$ cat src/rtl/hdmi_pll_lock_mon_if.sv
// Signal bundle between the PLL lock monitor (master) and the PLL/controller side (slave).
interface hdmi_pll_lock_mon_if;
  logic       pll_lock;
  logic       restart;
  logic       pll_rst;
  logic       locked;
  logic       fail;
  logic [2:0] state;
  logic [3:0] retry_cnt;
  logic [7:0] loss_cnt;

  modport master (
    input  pll_lock, restart,
    output pll_rst, locked, fail, state, retry_cnt, loss_cnt
  );

  modport slave (
    output pll_lock, restart,
    input  pll_rst, locked, fail, state, retry_cnt, loss_cnt
  );
endinterface

$ cat src/rtl/hdmi_pll_lock_mon.sv
// HDMI PLL reset sequencer and lock qualifier with bounded retries.
// Define HDMI_PLL_LOCK_MON_STATS_EN to build the saturating loss-of-lock counter.
module hdmi_pll_lock_mon #(
  parameter int RST_CYCLES    = 16,
  parameter int LOCK_TIMEOUT  = 50000,
  parameter int STABLE_CYCLES = 1024,
  parameter int MAX_RETRY     = 7
) (
  input  logic                 init_clk,
  input  logic                 reset,
  hdmi_pll_lock_mon_if.master  bus
);

  localparam int CNT_MAX = (RST_CYCLES > LOCK_TIMEOUT)
                         ? ((RST_CYCLES > STABLE_CYCLES) ? RST_CYCLES : STABLE_CYCLES)
                         : ((LOCK_TIMEOUT > STABLE_CYCLES) ? LOCK_TIMEOUT : STABLE_CYCLES);
  localparam int CNT_W = $clog2(CNT_MAX + 1);

  localparam logic [CNT_W-1:0] RST_LAST  = CNT_W'(RST_CYCLES - 1);
  localparam logic [CNT_W-1:0] WAIT_LAST = CNT_W'(LOCK_TIMEOUT - 1);
  localparam logic [CNT_W-1:0] QUAL_LAST = CNT_W'(STABLE_CYCLES - 1);
  localparam logic [3:0]       RETRY_MAX = 4'(MAX_RETRY);

  typedef enum logic [2:0] {
    S_RST    = 3'd0,
    S_WAIT   = 3'd1,
    S_QUAL   = 3'd2,
    S_LOCKED = 3'd3,
    S_FAIL   = 3'd4
  } state_t;

  state_t           state_q, state_d;
  logic [CNT_W-1:0] cnt_q;
  logic [3:0]       retry_q, retry_d;
  logic             sync1, lock_s;
  logic             pll_rst_q, locked_q, fail_q;
  logic             pll_rst_d, locked_d, fail_d;

  // NOTE: both stages use non-blocking assignment; blocking would collapse the chain to one flop.
  always_ff @(posedge init_clk) begin
    if (reset) begin
      sync1  <= 1'b0;
      lock_s <= 1'b0;
    end else begin
      sync1  <= bus.pll_lock;
      lock_s <= sync1;
    end
  end

  always_ff @(posedge init_clk) begin
    if (reset) begin
      state_q   <= S_RST;
      cnt_q     <= '0;
      retry_q   <= '0;
      pll_rst_q <= 1'b1;
      locked_q  <= 1'b0;
      fail_q    <= 1'b0;
    end else begin
      state_q   <= state_d;
      retry_q   <= retry_d;
      pll_rst_q <= pll_rst_d;
      locked_q  <= locked_d;
      fail_q    <= fail_d;
      // A restart while already in S_RST must still begin a fresh pulse.
      if (state_d != state_q || bus.restart)
        cnt_q <= '0;
      else if (state_q inside {S_RST, S_WAIT, S_QUAL})
        cnt_q <= cnt_q + 1'b1;
    end
  end

  // NOTE: every comb output gets a default first so no path can infer a latch.
  always_comb begin
    state_d = state_q;
    retry_d = retry_q;
    if (bus.restart) begin
      state_d = S_RST;
      retry_d = '0;
    end else begin
      case (state_q)
        S_RST:    if (cnt_q == RST_LAST) state_d = S_WAIT;
        S_WAIT: begin
          if (lock_s) begin
            state_d = S_QUAL;
          end else if (cnt_q == WAIT_LAST) begin
            if (retry_q < RETRY_MAX) begin
              retry_d = retry_q + 1'b1;
              state_d = S_RST;
            end else begin
              state_d = S_FAIL;
            end
          end
        end
        S_QUAL: begin
          if (!lock_s) begin
            state_d = S_WAIT;
          end else if (cnt_q == QUAL_LAST) begin
            state_d = S_LOCKED;
            retry_d = '0;
          end
        end
        S_LOCKED: if (!lock_s) state_d = S_RST;
        S_FAIL:   state_d = S_FAIL;
        default:  state_d = S_RST;
      endcase
    end
  end

  // Outputs are registered from the next state so they align with the state register.
  always_comb begin
    pll_rst_d = (state_d == S_RST);
    locked_d  = (state_d == S_LOCKED);
    fail_d    = (state_d == S_FAIL);
  end

`ifdef HDMI_PLL_LOCK_MON_STATS_EN
  logic [7:0] loss_q;
  logic       lost;

  // A restart coinciding with lock loss is a deliberate re-run, not a loss event.
  assign lost = (state_q == S_LOCKED) && !lock_s && !bus.restart;

  always_ff @(posedge init_clk) begin
    if (reset)
      loss_q <= '0;
    else if (lost && loss_q != 8'hFF)
      loss_q <= loss_q + 1'b1;
  end

  assign bus.loss_cnt = loss_q;
`else
  assign bus.loss_cnt = '0;
`endif

  assign bus.state     = state_q;
  assign bus.retry_cnt = retry_q;
  assign bus.pll_rst   = pll_rst_q;
  assign bus.locked    = locked_q;
  assign bus.fail      = fail_q;

endmodule

$ cat src/flat_wrapper.sv
// flat-port wrapper written by rule: the top's interface ports become plain ports
module hdmi_pll_lock_mon_flat 
#(
  parameter int RST_CYCLES    = 16,
  parameter int LOCK_TIMEOUT  = 50000,
  parameter int STABLE_CYCLES = 1024,
  parameter int MAX_RETRY     = 7
)
  (init_clk, reset, bus_pll_lock, bus_restart, bus_pll_rst, bus_locked, bus_fail, bus_state, bus_retry_cnt, bus_loss_cnt);
  hdmi_pll_lock_mon_if bus_i ();
  input  logic init_clk;
  input  logic reset;
  input wire logic [$bits(bus_i.pll_lock)-1:0] bus_pll_lock;
  input wire logic [$bits(bus_i.restart)-1:0] bus_restart;
  output wire logic [$bits(bus_i.pll_rst)-1:0] bus_pll_rst;
  output wire logic [$bits(bus_i.locked)-1:0] bus_locked;
  output wire logic [$bits(bus_i.fail)-1:0] bus_fail;
  output wire logic [$bits(bus_i.state)-1:0] bus_state;
  output wire logic [$bits(bus_i.retry_cnt)-1:0] bus_retry_cnt;
  output wire logic [$bits(bus_i.loss_cnt)-1:0] bus_loss_cnt;
  assign bus_i.pll_lock = bus_pll_lock;
  assign bus_i.restart = bus_restart;
  assign bus_pll_rst = bus_i.pll_rst;
  assign bus_locked = bus_i.locked;
  assign bus_fail = bus_i.fail;
  assign bus_state = bus_i.state;
  assign bus_retry_cnt = bus_i.retry_cnt;
  assign bus_loss_cnt = bus_i.loss_cnt;
  hdmi_pll_lock_mon #(.RST_CYCLES(RST_CYCLES), .LOCK_TIMEOUT(LOCK_TIMEOUT), .STABLE_CYCLES(STABLE_CYCLES), .MAX_RETRY(MAX_RETRY)) u_core (.init_clk(init_clk), .reset(reset), .bus(bus_i));
endmodule
$ cat config.mk
export PLATFORM = sky130hd
export DESIGN_NAME = hdmi_pll_lock_mon_flat
export DESIGN_NICKNAME = d
export VERILOG_FILES = /design/src/rtl/hdmi_pll_lock_mon_if.sv /design/src/rtl/hdmi_pll_lock_mon.sv /design/src/flat_wrapper.sv
export SDC_FILE = /design/constraint.sdc
export NUM_CORES = 1
export LEC_CHECK = 0
export CORE_MARGIN = 3
export CORE_UTILIZATION = 57
export DETAILED_ROUTE_END_ITERATION = 7
export GPL_ROUTABILITY_DRIVEN = 0
export PLACE_DENSITY = 0.84
export SETUP_SLACK_MARGIN = 0.4
export SLEW_MARGIN = 20
export SYNTH_ARGS = -nofsm -noshare
export SYNTH_HDL_FRONTEND = slang
export SYNTH_SLANG_ARGS = --single-unit
$ cat constraint.sdc
create_clock -name init_clk -period 3.05 [get_ports init_clk]
set_clock_uncertainty 0.1 [all_clocks]
set_input_delay 0.305 -clock init_clk [delete_from_list [all_inputs] [get_ports init_clk]]
set_output_delay 0.305 -clock init_clk [all_outputs]
set_load 0.005 [all_outputs]
==> impl_results.md <==
* Initial Util at 0.627
* Final hold viol count at 0
* Share of layout cells above drive strength 1 at 0.0769
* CTS clock-pin slew for the worst setup and hold paths at 0.14 ns
* Critical Path Source: u_core.bus.state[0]$_SDFF_PP0_
* Row cnt at 17
* Synth warn at 0
* F_max at 0.447 GHz
* CTS HTree Levels at 1
* Startpoint Class: register
* Post-synthesis cell type count at 42
* Yosys reg bits at 28
* Clk Latency, worst-skew pair at 0.32 ns
* Worst Hold End: u_core.lock_s$_SDFF_PP0_
* DIE AREA at 3170 µm²
* Final setup viols at 0
* Max_cap viols at 0
* Drc violations at 0
* Critical Path End Type: register
* Pwr dens at 364 nW/µm²
* Vias in the first global route at 1062
* Worst Setup Path Type: reg2reg
* ANT nets after route at 0
* Status: finished, final reports clean
* R2R depth at 5
* CP required at 3.17 ns
* Number of gates resized after cts at 0
* Core ar. at 2300 µm²
* Final Util at 0.680
* Antenna Cells at 0
* Crit path time final at 2.24 ns
* Peak VDD IR at 343 µV
* R2R setup slack at 0.81 ns
* Global-route wire length before repair at 4600 µm
* Rel. slew slack at 0.644
* Leak pwr at 0.534 nW
* Area Overhead vs Synth at 8.33%
* Clk sink count at 28
* Buffers added on ports at 13
* Class of the tightest hold or removal check: reg2reg
* DRT Wirelength at 2690 µm
* Largest net degree at the start of global routing at 16
* Syn avg cell area at 9.01 µm²
* Initial antenna violation count at 0
* Critical path fanouts, max at 11
* GRT Overall Usage at 0.181
* Seq/Total Area, Yosys at 0.389
* Slew Limit Fails at 0
* Longest Clk Path Bufs at 2
* Layout fillers at 194
* Setup tns final at 0 ns
* Syn Inst Count at 160
* Initial DRC Count at 14
* Crit path arrival time at 2.35 ns
* Actual slew at the worst max-slew pin at 0.534 ns
* Post-detail-place hpwl at 2100 µm
* Crit share post-route at 0.734
* GRT overflow at 0
* Post-Synthesis Cell Area at 1440 µm²
* Vias at 1105
* Post-CTS Setup Inserts at 0
* Drt pass-1 iters at 4
* Num CTS Buffers at 3
* Drt wl/cell at 13.7 µm
* CTS tree: done
* # hold bufs at CTS at 0
* Hold path depth at 1
* Chip width at 56.3 µm
* R2R Path Start: u_core.bus.state[0]$_SDFF_PP0_
* Final #Nets at 176
* Unrepaired setup endpoints after global routing: no
* Ports at 22
* Die Y at 56.3 µm
* Vias per cell at 5.61
* Hold Startpoint: u_core.sync1$_SDFF_PP0_
* RR Endpoint: u_core.cnt_q[9]$_SDFFE_PP0P_
* CTS Root Cell: clkbuf_4
-- logic make-up (layout without fill, tap and decap cells) --
kind of cell	Yosys count	after routing	share of synthesized area
flip-flops	28	28	0.389
AND/OR/NAND/NOR	78	78	0.301
AO/OA/AOI/OAI	17	17	0.102
multiplexers	2	2	0.0139
other	1	8	0.00260
adder cells (fa/ha/maj)	2	2	0.0174
buffers and inverters	16	18	0.0772
XOR/XNOR	16	16	0.0972
-- worst max path at each step --
stage	to	slack (ns)
after detailed placement	u_core.cnt_q[9]$_SDFFE_PP0P_	0.83
after global placement	u_core.cnt_q[4]$_SDFFE_PP0P_	0.91
final	u_core.cnt_q[9]$_SDFFE_PP0P_	0.81
after CTS	u_core.cnt_q[9]$_SDFFE_PP0P_	0.84
after global routing	u_core.cnt_q[1]$_SDFFE_PP0P_	0.68
after floorplan	u_core.cnt_q[0]$_SDFFE_PP0P_	1.14
-- power by group --
part	internal [mW]	total (mW)	switching, mW
Combinational	0.00888	0.0207	0.0119
Clock	0.0730	0.176	0.103
Sequential	0.368	0.371	0.00229
-- per-stage QoR --
stage                     cell area, µm²  instances  power [mW]  hold WS [ns]  worst slack (ns)
after floorplan                     1470        167       0.400         0.277              1.14
after global placement              1530        193       0.398         0.316             0.914
after detailed placement            1530        193       0.399         0.330             0.828
after CTS                           1560        197       0.574         0.362             0.836
after global routing                1560        197       0.593         0.384             0.680
final                               1560        197       0.568         0.358             0.812
-- flip-flops by register name, summed over array words and instances, names as in the netlist --
name / count
u_core.sync1: 1
u_core.bus.pll_rst: 1
u_core.cnt_q: 16
u_core.bus.state: 3
u_core.bus.locked: 1
u_core.bus.retry_cnt: 4
u_core.lock_s: 1
u_core.bus.fail: 1
-- layout by cell type (no fill, tap or decap), drive strengths merged --
master	synthesis	final
and4	4	4
a2bb2oi	1	1
a311oi	2	2
ha	2	2
nand3	7	7
and2	2	2
nor3	14	14
nand2	9	9
inv	1	1
mux2i	2	2
nand4	4	4
dfxtp	28	28
xor2	9	9
nor4	2	2
a21boi	3	3
a31o	1	1
o21ai	2	2
nor3b	1	1
nand4b	1	1
conb	1	8
and3	4	4
a211oi	1	1
clkdlybuf4s50	0	13
a41oi	1	1
or4	1	1
nor2b	3	3
clkbuf	3	4
a21o	2	2
or4b	1	1
xnor2	7	7
or3b	1	1
a21oi	3	3
nand2b	2	2
nor2	22	22
o221ai	1	1
-- layer usage --
metal | vias to the layer above | GRT usage | wire (µm)
li1 | 562 | - | -
met1 | 513 | 0.219 | 1130
met2 | 26 | 0.316 | 1410
met3 | 4 | 0.0529 | 121
met4 | 0 | 0.0407 | 30
met5 | - | 0 | 0
-- layout make-up --
cell class | instances | area, µm² | area share
multi-input combinational | 123 | 796 | 0.510
tap | 28 | 35.0 | 0.0224
clock buffer | 4 | 36.3 | 0.0232
timing repair buffer | 13 | 130 | 0.0833
sequential | 28 | 561 | 0.359
inverter | 1 | 3.75 | 0.00240
-- synth_stat cells --
cell type	instances	area share
a21o_2	1	0.0061
clkbuf_2	1	0.0035
nand2b_1	2	0.0087
a21o_1	1	0.0052
or3b_2	1	0.0061
nor3b_1	1	0.0052
o221ai_1	1	0.0061
and3_1	4	0.017
a311oi_1	2	0.012
nor3_1	12	0.042
conb_1	1	0.0026
a31o_1	1	0.0061
mux2i_1	2	0.014
a41oi_1	1	0.0061
nor4_4	1	0.015
nor4_1	1	0.0043
a21oi_1	3	0.010
nand4b_1	1	0.0061
buf_2	1	0.0035
and2_1	2	0.0087
nand3_1	7	0.024
nor2b_1	3	0.013
buf_6	2	0.016
xor2_1	9	0.055
dfxtp_1	28	0.39
a21boi_2	1	0.0078
nand2_1	9	0.023
a2bb2oi_2	1	0.010
xnor2_1	7	0.043
buf_4	9	0.047
nor3_2	2	0.014
inv_1	1	0.0026
and4_1	4	0.024
ha_1	2	0.017
nand4_1	4	0.017
or4b_4	1	0.0095
clkbuf_1	2	0.0052
o21ai_0	2	0.0069
or4_1	1	0.0052
a211oi_4	1	0.014
nor2_1	22	0.057
a21boi_0	2	0.010
-- critical path, stage by stage, from the launching register on --
cell and delay (ns):
dfxtp_1 0.57, or4b_4 0.54, nor4_4 0.25, a21o_2 0.26
a31o_1 0.31, nor3_1 0.10
Note: power is estimated with default switching activity, not from simulation.
